### src/rtl/ssd_scan_driver_if.sv
// Bus between a display host and the seven-segment scan driver.
// The host (master) supplies digit codes, per-digit enables and blink
// requests; the driver (slave) returns the anode select, segment pattern
// and the end-of-frame pulse.
interface ssd_scan_driver_if #(
    parameter int NUM_DIGITS = 4
);
    localparam int SEL_W = (NUM_DIGITS > 2) ? $clog2(NUM_DIGITS) : 1;

    logic [4*NUM_DIGITS-1:0] digits;
    logic [NUM_DIGITS-1:0]   digit_en;
    logic [NUM_DIGITS-1:0]   blink_en;
    logic [SEL_W-1:0]        digit_sel;
    logic [6:0]              seg_out;
    logic                    frame_tick;

    modport master (
        output digits, digit_en, blink_en,
        input  digit_sel, seg_out, frame_tick
    );

    modport slave (
        input  digits, digit_en, blink_en,
        output digit_sel, seg_out, frame_tick
    );
endinterface

### src/rtl/ssd_scan_driver.sv
// Multiplexed seven-segment scan driver.
// A prescaler paces the scan through NUM_DIGITS slots; the segment pattern
// is registered so digit_sel and seg_out always change on the same edge.
// Disabled digits show a dash, blinking digits blank on alternate periods
// of BLINK_FRAMES full frames.
// Optional feature: define SSD_LEADING_ZERO_BLANK_EN to blank leading zeros.
module ssd_scan_driver #(
    parameter int NUM_DIGITS   = 4,
    parameter int REFRESH_DIV  = 1000,
    parameter int BLINK_FRAMES = 64
) (
    input  logic             fast_clk,
    input  logic             rst_n,
    ssd_scan_driver_if.slave bus
);
    localparam int SEL_W  = (NUM_DIGITS > 2) ? $clog2(NUM_DIGITS) : 1;
    localparam int PCNT_W = (REFRESH_DIV > 1) ? $clog2(REFRESH_DIV) : 1;
    localparam int BCNT_W = (BLINK_FRAMES > 1) ? $clog2(BLINK_FRAMES) : 1;

    localparam logic [SEL_W-1:0]  LAST_SEL  = SEL_W'(NUM_DIGITS - 1);
    localparam logic [PCNT_W-1:0] LAST_PCNT = PCNT_W'(REFRESH_DIV - 1);
    localparam logic [BCNT_W-1:0] LAST_BCNT = BCNT_W'(BLINK_FRAMES - 1);

    localparam logic [6:0] SEG_DASH  = 7'h40;
    localparam logic [6:0] SEG_BLANK = 7'h00;

    // Hex code to segment pattern (g,c,b,a,f,e,d); B..F have no glyph here.
    function automatic logic [6:0] hex_to_seg(input logic [3:0] code);
        case (code)
            4'h0:    return 7'h3F;
            4'h1:    return 7'h30;
            4'h2:    return 7'h5B;
            4'h3:    return 7'h79;
            4'h4:    return 7'h74;
            4'h5:    return 7'h6D;
            4'h6:    return 7'h6F;
            4'h7:    return 7'h38;
            4'h8:    return 7'h7F;
            4'h9:    return 7'h7D;
            4'hA:    return 7'h7E;
            default: return SEG_DASH;
        endcase
    endfunction

    logic [PCNT_W-1:0] pcnt_q,  pcnt_d;
    logic [SEL_W-1:0]  sel_q,   sel_d;
    logic [6:0]        seg_q,   seg_d;
    logic              tick_q,  tick_d;
    logic [BCNT_W-1:0] bcnt_q,  bcnt_d;
    logic              phase_q, phase_d;

    logic              advance;
    logic              wrap;
    logic [6:0]        pat [NUM_DIGITS];

    // Scan timing: prescaler, digit index, frame pulse and blink state.
    always_comb begin
        // NOTE: every variable gets a default before any branch so no latch is inferred.
        advance = (pcnt_q == LAST_PCNT);
        wrap    = advance && (sel_q == LAST_SEL);
        pcnt_d  = advance ? '0 : pcnt_q + 1'b1;
        sel_d   = sel_q;
        tick_d  = wrap;
        bcnt_d  = bcnt_q;
        phase_d = phase_q;
        if (advance) begin
            sel_d = wrap ? '0 : sel_q + 1'b1;
        end
        if (wrap) begin
            if (bcnt_q == LAST_BCNT) begin
                bcnt_d  = '0;
                phase_d = ~phase_q;
            end else begin
                bcnt_d = bcnt_q + 1'b1;
            end
        end
    end

`ifdef SSD_LEADING_ZERO_BLANK_EN
    logic [NUM_DIGITS-1:0] lz_blank;

    // Leading-zero detection: walk down from the top digit while everything
    // above is disabled or zero; digit 0 is never suppressed.
    always_comb begin
        logic higher_zero;
        higher_zero = 1'b1;
        lz_blank    = '0;
        for (int i = NUM_DIGITS - 1; i >= 0; i--) begin
            if (i > 0 && higher_zero && bus.digits[4*i +: 4] == 4'h0) begin
                lz_blank[i] = 1'b1;
            end
            higher_zero = higher_zero &
                          (~bus.digit_en[i] | (bus.digits[4*i +: 4] == 4'h0));
        end
    end
`endif

    // Per-digit pattern with dash > blink > (leading-zero) > decode priority.
    // The upcoming blink phase is used so a phase change lands on the same
    // edge as the frame wrap instead of one cycle later.
    always_comb begin
        for (int i = 0; i < NUM_DIGITS; i++) begin
            pat[i] = hex_to_seg(bus.digits[4*i +: 4]);
`ifdef SSD_LEADING_ZERO_BLANK_EN
            if (lz_blank[i]) begin
                pat[i] = SEG_BLANK;
            end
`endif
            if (bus.blink_en[i] && phase_d) begin
                pat[i] = SEG_BLANK;
            end
            if (!bus.digit_en[i]) begin
                pat[i] = SEG_DASH;
            end
        end
    end

    // sel_d equals sel_q except on advance, so this reloads the current
    // digit every cycle and switches to the next digit on the advance edge.
    assign seg_d = pat[sel_d];

    // State registers with synchronous active-low reset.
    always_ff @(posedge fast_clk) begin
        // NOTE: sequential state uses non-blocking assignments so all registers update together.
        if (!rst_n) begin
            pcnt_q  <= '0;
            sel_q   <= '0;
            seg_q   <= SEG_BLANK;
            tick_q  <= 1'b0;
            bcnt_q  <= '0;
            phase_q <= 1'b0;
        end else begin
            pcnt_q  <= pcnt_d;
            sel_q   <= sel_d;
            seg_q   <= seg_d;
            tick_q  <= tick_d;
            bcnt_q  <= bcnt_d;
            phase_q <= phase_d;
        end
    end

    assign bus.digit_sel  = sel_q;
    assign bus.seg_out    = seg_q;
    assign bus.frame_tick = tick_q;
endmodule

### src/flat_wrapper.sv
// flat-port wrapper written by rule: the top's interface ports become plain ports
module ssd_scan_driver_flat 
#(
    parameter int NUM_DIGITS   = 4,
    parameter int REFRESH_DIV  = 1000,
    parameter int BLINK_FRAMES = 64
)
  (fast_clk, rst_n, bus_digits, bus_digit_en, bus_blink_en, bus_digit_sel, bus_seg_out, bus_frame_tick);
  ssd_scan_driver_if #(.NUM_DIGITS(NUM_DIGITS)) bus_i ();
  input  logic fast_clk;
  input  logic rst_n;
  input wire logic [$bits(bus_i.digits)-1:0] bus_digits;
  input wire logic [$bits(bus_i.digit_en)-1:0] bus_digit_en;
  input wire logic [$bits(bus_i.blink_en)-1:0] bus_blink_en;
  output wire logic [$bits(bus_i.digit_sel)-1:0] bus_digit_sel;
  output wire logic [$bits(bus_i.seg_out)-1:0] bus_seg_out;
  output wire logic [$bits(bus_i.frame_tick)-1:0] bus_frame_tick;
  assign bus_i.digits = bus_digits;
  assign bus_i.digit_en = bus_digit_en;
  assign bus_i.blink_en = bus_blink_en;
  assign bus_digit_sel = bus_i.digit_sel;
  assign bus_seg_out = bus_i.seg_out;
  assign bus_frame_tick = bus_i.frame_tick;
  ssd_scan_driver #(.NUM_DIGITS(NUM_DIGITS), .REFRESH_DIV(REFRESH_DIV), .BLINK_FRAMES(BLINK_FRAMES)) u_core (.fast_clk(fast_clk), .rst_n(rst_n), .bus(bus_i));
endmodule
### config.mk
export PLATFORM = sky130hd
export DESIGN_NAME = ssd_scan_driver_flat
export DESIGN_NICKNAME = d
export VERILOG_FILES = /design/src/rtl/ssd_scan_driver_if.sv /design/src/rtl/ssd_scan_driver.sv /design/src/flat_wrapper.sv
export SDC_FILE = /design/constraint.sdc
export NUM_CORES = 1
export LEC_CHECK = 0
export ABC_CLOCK_PERIOD_IN_PS = 2460
export BUFFER_PORTS_ARGS = -buffer_cell sky130_fd_sc_hd__buf_2
export CAP_MARGIN = 20
export CORE_MARGIN = 2
export CORE_UTILIZATION = 55
export DETAILED_ROUTE_END_ITERATION = 10
export HOLD_SLACK_MARGIN = 0.06
export PLACE_DENSITY = 0.79
export SYNTH_ARGS = -nofsm -noshare
export SYNTH_HDL_FRONTEND = slang
export SYNTH_SLANG_ARGS = --single-unit
### constraint.sdc
create_clock -name fast_clk -period 2.46 [get_ports fast_clk]
set_clock_uncertainty 0.05 [all_clocks]
set_input_delay 0.369 -clock fast_clk [delete_from_list [all_inputs] [get_ports fast_clk]]
set_output_delay 0.369 -clock fast_clk [all_outputs]
set_load 0.02 [all_outputs]
==> key figures <==
Status
  • Status: completed

Power
  • LEAKAGE: about 1.1 nW
  • Worst vdd ir: 0.2488 mV
  • P per Cell Area: ~360 mW/mm2

Synthesis
  • Synth Area in Compound Gates: 0.2132
  • Most common cell in the netlist: nor2_1
  • Synth top area share: 0.2367
  • Synth Area in Adders: 0.1260
  • Syn_area_per_cell: 7.847 um2
  • Seq cells post-synth: 27
  • Multiplexer area fraction after synthesis: 0.02356
  • Mapped cell area: between 0.002 and 0.0025 mm2
  • Post-synth EDFFs: 0
  • Yosys warns: 0
  • Dominant cell type by area after synthesis: dfxtp_1
  • Largest family of logic cells by synthesized area: simple AND/OR/NAND/NOR gates
  • Synth area leaders: dfxtp_1 24%, ha_1 13%, nor2_1 5.6%
  • Most frequent cells after synthesis: 34 x nor2_1, 27 x dfxtp_1, 23 x a21oi_1, 23 x ha_1, 21 x o21ai_0
  • Synth Area in XOR/XNOR: 0.04219
  • Register area share after synthesis: 0.2367
  • Post-synthesis simple-gate area fraction: 0.2937
  • Cell count after synthesis: 291
  • Post-synthesis async set-or-reset flop share: 0
  • Cell variety after synth: 58
  • Syn nets: 340
  • Post-synth top flop: dfxtp_1

Global route
  • Gr ovfl total: 0
  • Routing usage on met1: 0.3043
  • Global-route wire length before repair: 8514 um
  • GR Layer Usage met2: 0.3978
  • Busiest grt layer: met2
  • Overall routing resource usage: 0.2319
  • Initial antenna violation count: 0
  • M3 GR Usage: 0.04605
  • Pin count of the biggest net entering global routing: 17
  • Vias in the first global route: 2012

Routing
  • Wire per inst: 13.46 um
  • Routed vias/inst: 5.691
  • Total vias in the final route: 2100
  • Detailed-router iteration count before antenna repair: 4
  • Final wirelength: 4965 um
  • Initial DRC Count: 143
  • DR DRC count: 0
  • ANT nets after route: 0

Timing
  • Worst slew pin tran: 0.4815 ns
  • Tcrit/Tclk final: 0.9295
  • Slew Limit Fails: 0
  • RSZ-0062 raised after global routing: false
  • Crit path time final: between 2 and 2.5 ns
  • Fmax: 437.3 MHz
  • Min Hold Slack: 0.3771 ns
  • Fin. Hold Viols: 0
  • Setup TNS: 0 ns
  • Worst rel slew slack: 0.6760
  • Final worst-path setup slack: 0.1734 ns
  • Final setup violation count: 0

Placement
  • Placed cells: 365
  • Pre-CTS WS: 0.08559 ns
  • Global placement routability congestion: 0.8242
  • DP Wirelength: 3935 um
  • Port Buffers: 35

Clocking
  • H-tree levels: 1
  • Total CTS buffers: 3
  • CTS tree: done
  • Clock Sinks: 27
  • Clock root buffer: clkbuf_8
  • Clock slew at the register clock pins of the worst setup and hold paths: 0.09 ns
  • Longest Clk Path Bufs: 2
  • Worst-Skew Late Latency: 0.27 ns

Finish
  • Area of the multi-input gates: 0.001600 mm2
  • Final-layout fill cell count: 369
  • Synthesis-to-finish area growth: 10.30%
  • Register Area: roughly 540 um2
  • Fraction of layout cells with a size suffix above 1: 0.2006
  • Non-filler cells, final: 369
  • N_diodes: 0
  • Nets: about 370
  • Utilization after layout: 0.6297

Floorplanning
  • I/O pin total: 36
  • Chip height: 68.44 um
  • Row cnt: 23
  • Die Width: roughly 68 um
  • DIE AREA: 0.004683 mm2
  • Core area: 0.004000 mm2
  • Starting Density: 0.5708

Critical path
  • Worst Setup Start Kind: flop
  • Worst Path Arrival: 2.45 ns
  • Crit Path Max Fanout: 7
  • CP peak stage delay: ~0.55 ns
  • Crit-path slowest cell: or4_1
  • Critical Path RT: 2.63 ns
  • Crit-path cells: ha_2, and4_4, nand3_1, mux2i_1, or2b_2, or4_1, nand4_1
  • Kind of critical path: reg2reg
  • CP endpoint kind: flop
  • Worst R2R Setup Slack: around 0.17 ns

Min path
  • Worst hold path class: in2reg

Run
  • Max-cap violation count: 0
## cells by family after synthesis
family | Yosys count
xor gates and xnor gates | 11
DFF | 27
adders and majority gates | 23
and+or+nand+nor | 116
buffers and inverters | 33
AOI/OAI and AO/OA | 76
muxes | 5
## critical path: cells and delay by family, from the launching register on
kind	cells	cell delay [ns]
fa+ha+maj	1	0.22
mux	1	0.15
flops	1	0.37
simple gates	5	1.43
## power breakdown
part           internal [W]  total [W]  switching (W)
registers          0.000447   0.000453     0.00000626
clock network      0.000115   0.000257       0.000142
logic             0.0000749   0.000185       0.000110
## placed cells by master (no fill, tap or decap), drive strengths merged, types with 2 or more instances in the layout
cell type	synthesis	final
a211oi	2	2
a21o	3	3
a21oi	23	23
a22o	3	3
and2	5	5
and3	3	3
and4	3	3
buf	4	37
clkbuf	9	3
dfxtp	27	27
ha	23	23
inv	20	20
mux2i	5	5
nand2	16	16
nand2b	4	4
nand3	15	15
nand4	7	7
nor2	35	35
nor2b	4	4
nor3	3	3
nor3b	3	3
nor4	4	4
o2111ai	6	6
o21ai	21	21
o22ai	6	6
o31a	2	2
o31ai	2	2
or2b	4	4
or3b	2	2
or4	4	4
xnor2	5	5
xor2	6	6
## path summary, 6_finish.rpt
path / start / to / depth (start not counted)
setup reg to reg: u_core.pcnt_q[0]$_SDFF_PP0_ / u_core.bus.seg_out[1]$_SDFF_PN0_ / 7
hold reg to reg: u_core.pcnt_q[0]$_SDFF_PP0_ / u_core.pcnt_q[0]$_SDFF_PP0_ / 1
setup / recovery: u_core.pcnt_q[0]$_SDFF_PP0_ / u_core.bus.seg_out[1]$_SDFF_PN0_ / 7
hold / removal: rst_n / u_core.bcnt_q[3]$_SDFFE_PN0P_ / 2
## final cells by class
type,count,share of cell area
clock buffer,3,0.01639
inverter,20,0.02981
clock inverter,1,0.002981
sequential,27,0.2151
timing repair buffer,37,0.07551
multi-input combinational,231,0.6354
tap,50,0.02484
## repair_timing
item                                    4_1_cts  5_1_grt
hold buffers                                  0        0
buffers inserted                              0        0
gates resized for setup                       0        4
endpoints found under the setup margin        0        6
## sequential cells by signal, summed over array words and instances, names as in the netlist
| name | cells |
|---|---|
| u_core.pcnt_q | 10 |
| u_core.bus.digit_sel | 2 |
| u_core.phase_q | 1 |
| u_core.bus.seg_out | 7 |
| u_core.bcnt_q | 6 |
| u_core.bus.frame_tick | 1 |
## through the flow
stage               area (um2)  power (W)
CTS                       2512  0.0009009
finish                    2519  0.0008957
global placement          2464  0.0006438
floorplan                 2283  0.0005890
global route              2519  0.0009431
detailed placement        2464  0.0006469
## routing by layer
| metal | vias to the layer above | routed length (um) |
|---|---|---|
| li1 | 1094 | - |
| met1 | 954 | 2421 |
| met2 | 50 | 2323 |
| met3 | 2 | 205 |
| met4 | 0 | 14 |
| met5 | - | 0 |
Note: power is estimated with default switching activity, not from simulation.
